$ cat config.mk
export PLATFORM = sky130hd
export DESIGN_NAME = regfile_wb_scheduler
export DESIGN_NICKNAME = d
export VERILOG_FILES = /design/src/rtl/rv32i_pkg.sv /design/src/rtl/wb_rr_arbiter.sv /design/src/rtl/regfile_wb_scheduler.sv
export SDC_FILE = /design/constraint.sdc
export NUM_CORES = 1
export LEC_CHECK = 0
export CORE_ASPECT_RATIO = 1.2
export CORE_MARGIN = 3
export CORE_UTILIZATION = 40
export DETAILED_ROUTE_END_ITERATION = 10
export MAX_ROUTING_LAYER = met4
export PLACE_DENSITY = 0.76
export SYNTH_ARGS = -nofsm -noshare
export SYNTH_HDL_FRONTEND = slang
export SYNTH_SLANG_ARGS = --single-unit
$ cat constraint.sdc
create_clock -name clk -period 2.15 [get_ports clk]
set_input_delay 0.3225 -clock clk [delete_from_list [all_inputs] [get_ports clk]]
set_output_delay 0.3225 -clock clk [all_outputs]
set_load 0.05 [all_outputs]
$ cat src/rtl/rv32i_pkg.sv
// Shared RV32I core definitions: datapath widths, write-back request
// record and the write-back port encoding.
package rv32i_pkg;

  localparam int XLEN       = 32;
  localparam int REG_ADDR_W = 5;

  typedef struct packed {
    logic                  valid;
    logic [REG_ADDR_W-1:0] rd;
    logic [XLEN-1:0]       data;
  } wb_req_t;

  // Also the encoding of the arbiter's last_grant state.
  typedef enum logic {
    PORT_A = 1'b0,
    PORT_B = 1'b1
  } wb_port_e;

endpackage

$ cat src/rtl/wb_rr_arbiter.sv
// Two-way round-robin arbiter for the register-file write port.
// The state (last_grant) is exposed as an output so it can be observed.
module wb_rr_arbiter
  import rv32i_pkg::*;
(
  input  logic     clk,
  input  logic     rst,
  input  logic     a_valid,
  input  logic     b_valid,
  output logic     grant_a,
  output logic     grant_b,
  output wb_port_e last_grant
);

  wb_port_e last_grant_next;

  always_ff @(posedge clk or posedge rst) begin
    if (rst) begin
      last_grant <= PORT_B;  // A wins the first conflict after reset
    end else begin
      last_grant <= last_grant_next;
    end
  end

  always_comb begin
    grant_a         = 1'b0;
    grant_b         = 1'b0;
    last_grant_next = last_grant;
    if (a_valid && (!b_valid || last_grant == PORT_B)) begin
      grant_a = 1'b1;
    end else if (b_valid) begin
      grant_b = 1'b1;
    end
    // A grant is always an acceptance, since ready equals grant.
    if (grant_a) begin
      last_grant_next = PORT_A;
    end else if (grant_b) begin
      last_grant_next = PORT_B;
    end
  end

endmodule

$ cat src/rtl/regfile_wb_scheduler.sv
// Write-back scheduler: round-robin shares the register-file write port
// between A and B, registers the winner, and tracks pending writes for RAW hazards.
module regfile_wb_scheduler
  import rv32i_pkg::*;
#(
  parameter int NUM_REGS = 32,
  parameter int XLEN     = rv32i_pkg::XLEN
) (
  input  logic                  clk,
  input  logic                  rst,
  input  logic                  a_valid,
  output logic                  a_ready,
  input  logic [REG_ADDR_W-1:0] a_rd,
  input  logic [XLEN-1:0]       a_data,
  input  logic                  b_valid,
  output logic                  b_ready,
  input  logic [REG_ADDR_W-1:0] b_rd,
  input  logic [XLEN-1:0]       b_data,
  input  logic                  issue_valid,
  input  logic [REG_ADDR_W-1:0] issue_rd,
  input  logic [REG_ADDR_W-1:0] rs1,
  input  logic [REG_ADDR_W-1:0] rs2,
  output logic                  rs1_busy,
  output logic                  rs2_busy,
  output logic                  reg_write,
  output logic [REG_ADDR_W-1:0] rd,
  output logic [XLEN-1:0]       rd_data
);

  // Handshake: a port's request is accepted in the cycle where valid && ready;
  // ready is combinational, never asserts without valid, and the requester
  // holds valid/rd/data stable until accepted.

  logic                grant_a;
  logic                grant_b;
  wb_port_e            last_grant;
  logic                accept_a;
  logic                accept_b;
  logic [NUM_REGS-1:0] pending;
  logic [NUM_REGS-1:0] pending_next;

  wb_rr_arbiter u_arb (
    .clk        (clk),
    .rst        (rst),
    .a_valid    (a_valid),
    .b_valid    (b_valid),
    .grant_a    (grant_a),
    .grant_b    (grant_b),
    .last_grant (last_grant)
  );

  assign a_ready  = grant_a;
  assign b_ready  = grant_b;
  assign accept_a = a_valid && a_ready;
  assign accept_b = b_valid && b_ready;

  // Writes to x0 are accepted but never reach the register file.
  always_ff @(posedge clk or posedge rst) begin
    if (rst) begin
      reg_write <= 1'b0;
      rd        <= '0;
      rd_data   <= '0;
    end else if (accept_a) begin
      reg_write <= (a_rd != '0);
      rd        <= a_rd;
      rd_data   <= a_data;
    end else if (accept_b) begin
      reg_write <= (b_rd != '0);
      rd        <= b_rd;
      rd_data   <= b_data;
    end else begin
      reg_write <= 1'b0;
    end
  end

  // Set after clear: a newly issued writer owns the register even while an
  // older write to it commits in the same cycle.
  always_comb begin
    pending_next = pending;
    if (reg_write) begin
      pending_next[rd] = 1'b0;
    end
    if (issue_valid && issue_rd != '0) begin
      pending_next[issue_rd] = 1'b1;
    end
    pending_next[0] = 1'b0;
  end

  always_ff @(posedge clk or posedge rst) begin
    if (rst) begin
      pending <= '0;
    end else begin
      pending <= pending_next;
    end
  end

  assign rs1_busy = pending[rs1];
  assign rs2_busy = pending[rs2];

  // last_grant is kept visible on the arbiter for observation only.
  wire unused_last_grant = (last_grant == PORT_A);

endmodule

==> summary.txt <==
Power and ir drop
  • Power per cell area: between 900 and 1000 mW/mm^2
  • Worst vdd ir: roughly 0.51 mV
  • Leak: approximately 0.0024 uW

Clocking
  • CTS buffer count: 9
  • CTS Sinks: 70
  • CTS root buf: clkbuf_8
  • CTS tree: done
  • H-tree depth: 3
  • Clock Path Buffers: 2
  • Clk pin slew, worst setup/hold paths: approximately 0.080 ns
  • Clk_lat worst skew: ~0.34 ns

GRT
  • Pin count of the biggest net entering global routing: 71
  • Grt ovf: 0
  • GRT Overall Usage: 0.2270
  • Vias in the first global route: 3683
  • First-pass GRT wire length: between 15000 and 20000 um
  • Initial antenna violation count: 0

Floorplan
  • Rows: 37
  • Initial Utilization: 0.4178
  • I/O Pins: between 100 and 150
  • Die Y-Extent: roughly 110 um
  • Placeable Area: a little under 0.009 mm^2
  • Die area: slightly above 0.01 mm^2
  • Die W: ~93 um

Route
  • Routed Antenna Nets: 0
  • Total number of vias: between 3000 and 4000
  • Avg WL per Cell: a little under 20 um
  • Count of TritonRoute iterations in the first routing pass: 4
  • Final WL: 11640 um
  • Iteration-0 DRC Markers: about 170
  • Via/cell ratio: between 5 and 6
  • # DRC: 0

Layout
  • Reg area: approximately 0.0018 mm^2
  • N_diodes: 0
  • Multi-input logic area: 0.001754 mm^2
  • Area Overhead vs Synth: 50.07%
  • Layout cell share with drive strength beyond 1: 0.1263
  • Fillers: roughly 770
  • Final nets: approximately 570

Synth
  • Synth Instances: between 300 and 400
  • Unique cell type count in the Yosys netlist: 34
  • Commonest cells in the netlist: dfrtp_1 (69), o21ai_0 (58), a21o_1 (37), a22o_1 (37), mux2i_1 (18)
  • Mean Syn Cell Area: about 11 um^2
  • EDFF count, synth: 0
  • Cell area after synthesis: around 0.0036 mm^2
  • Most frequent cell after synthesis: dfrtp_1
  • Main synth FF type: dfrtp_1
  • Synth top area share: 0.4749
  • Ranking of synthesized cells by area: dfrtp_1 (47%), a22o_1 (8.9%), o21ai_0 (8.0%), a21o_1 (7.6%), mux2i_1 (5.0%)
  • Sequential area share after synthesis: 0.4821
  • Synth warn: 0
  • Async set or reset register ratio after synthesis: 1.000
  • Yosys reg bits: 70
  • Synth area leader: dfrtp_1
  • Post-synth net total: roughly 430

Critical path
  • Crit Path Class: reg2out
  • WP data required: roughly 1.8 ns
  • Worst Setup End Kind: primary output
  • CP startpoint kind: flop
  • Worst Path Arrival: about 1.8 ns
  • CP max FO: 3

STA
  • Worst Tran Pin Value: roughly 0.53 ns
  • Final worst setup slack: between 0.01 and 0.015 ns
  • Final Critical Period: 2.139 ns
  • Setup tns final: 0 ns
  • Max-slew violation count: 0
  • Hold Fails Final Rpt: 0
  • Fmax: 467.4 MHz
  • Final setup viols: 0
  • Hold Slack: about 0.37 ns
  • Final Cycle Share: 0.9951
  • Slew headroom: 0.6451
  • RSZ-0062 raised after global routing: true
  • Worst Clk Skew: roughly 0.0073 ns

Min path
  • Hold Crit Class: in2async

Run status
  • Outcome: finished clean

Placement
  • Place WS: -0.1604 ns
  • Gpl congestion: about 0.87
  • Half-perimeter wire length after placement: 8568 um
  • IO Port Bufs: around 140

Job
  • Max-Cap Viols: 0
-- registers in the layout, indices dropped and copies added, names as in the netlist --
register and flops:
reg_write 1, rd 5, pending 31, u_arb.last_grant 1
rd_data 32
-- layer usage --
metal  wire (um)  up-vias  global-route usage
met4         155        0             0.07527
met1        4583     1700              0.2675
met3         954       18             0.06267
li1            -     1561                   -
met5           0        -                   -
met2        5949      179              0.3734
-- per-stage QoR --
stage	power (uW)	area [um^2]	util	cells
after floorplan	2999	3636	-	335
after global placement	3652	5180	0.5952	584
after detailed placement	3715	5180	0.5952	584
after CTS	4899	5401	0.6206	600
after global routing	5181	5456	0.6269	600
final	4969	5456	0.6269	600
-- final timing paths --
kind | from | endpoint | slack [ns] | cells after the start
max reg2reg | u_arb.last_grant | rd_data[6] | 0.66 | 5
min reg2reg | u_arb.last_grant | u_arb.last_grant | 0.47 | 2
min in group clk | u_arb.last_grant | u_arb.last_grant | 0.47 | 2
max | pending[6] | rs2_busy | 0.01 | 5
min | rst | pending[6] | 0.37 | 3
max in group asynchronous | rst | u_arb.last_grant | 1.45 | 3
-- cells in the final DEF (no fill, tap or decap), drive strengths merged --
cell	count
a211oi	2
a21o	37
a21oi	6
a22o	37
a22oi	4
and2	1
buf	23
bufinv	2
clkbuf	10
clkdlybuf4s50	127
clkinv	2
clkinvlp	2
dfrtp	69
dfstp	1
dlygate4sd2	4
inv	5
mux2i	18
mux4	6
nand2	6
nand2b	5
nand3	12
nand3b	10
nand4	2
nor2	10
nor2b	4
o2111ai	2
o211ai	2
o21ai	65
o41ai	1
or3	2
or3b	3
or4	2
or4b	1
-- cell families after synthesis --
family          synth area share
compound gates            0.2870
flops                     0.4821
buf+inv                  0.05024
simple gates             0.09394
mux                      0.08672
-- worst max-delay path: stages, from the launching register on --
cell,delay (ns)
dfrtp_1,0.43
mux4_2,0.48
nand2b_4,0.15
o211ai_1,0.08
nand4_1,0.15
buf_6,0.18
-- cell type report --
cell class,count,share of cell area
Multi-Input combinational cell,238,0.3215
Tap cell,117,0.02683
Sequential cell,70,0.3213
Clock buffer,10,0.02522
Timing Repair Buffer,154,0.2862
Clock inverter,6,0.01559
Inverter,5,0.003440
-- power by group --
part / internal, uW / switching [uW]
Sequential: 1680 / 321
Combinational: 832 / 946
Clock: 681 / 509
-- repair_timing --
action	in CTS	in global routing
endpoints found under the setup margin	2	2
hold buffers	0	0
resized for setup	5	9
buffers inserted	0	0
pin swaps	1	2
endpoints found under the hold margin	0	0
(Power assumes the default switching activity.)
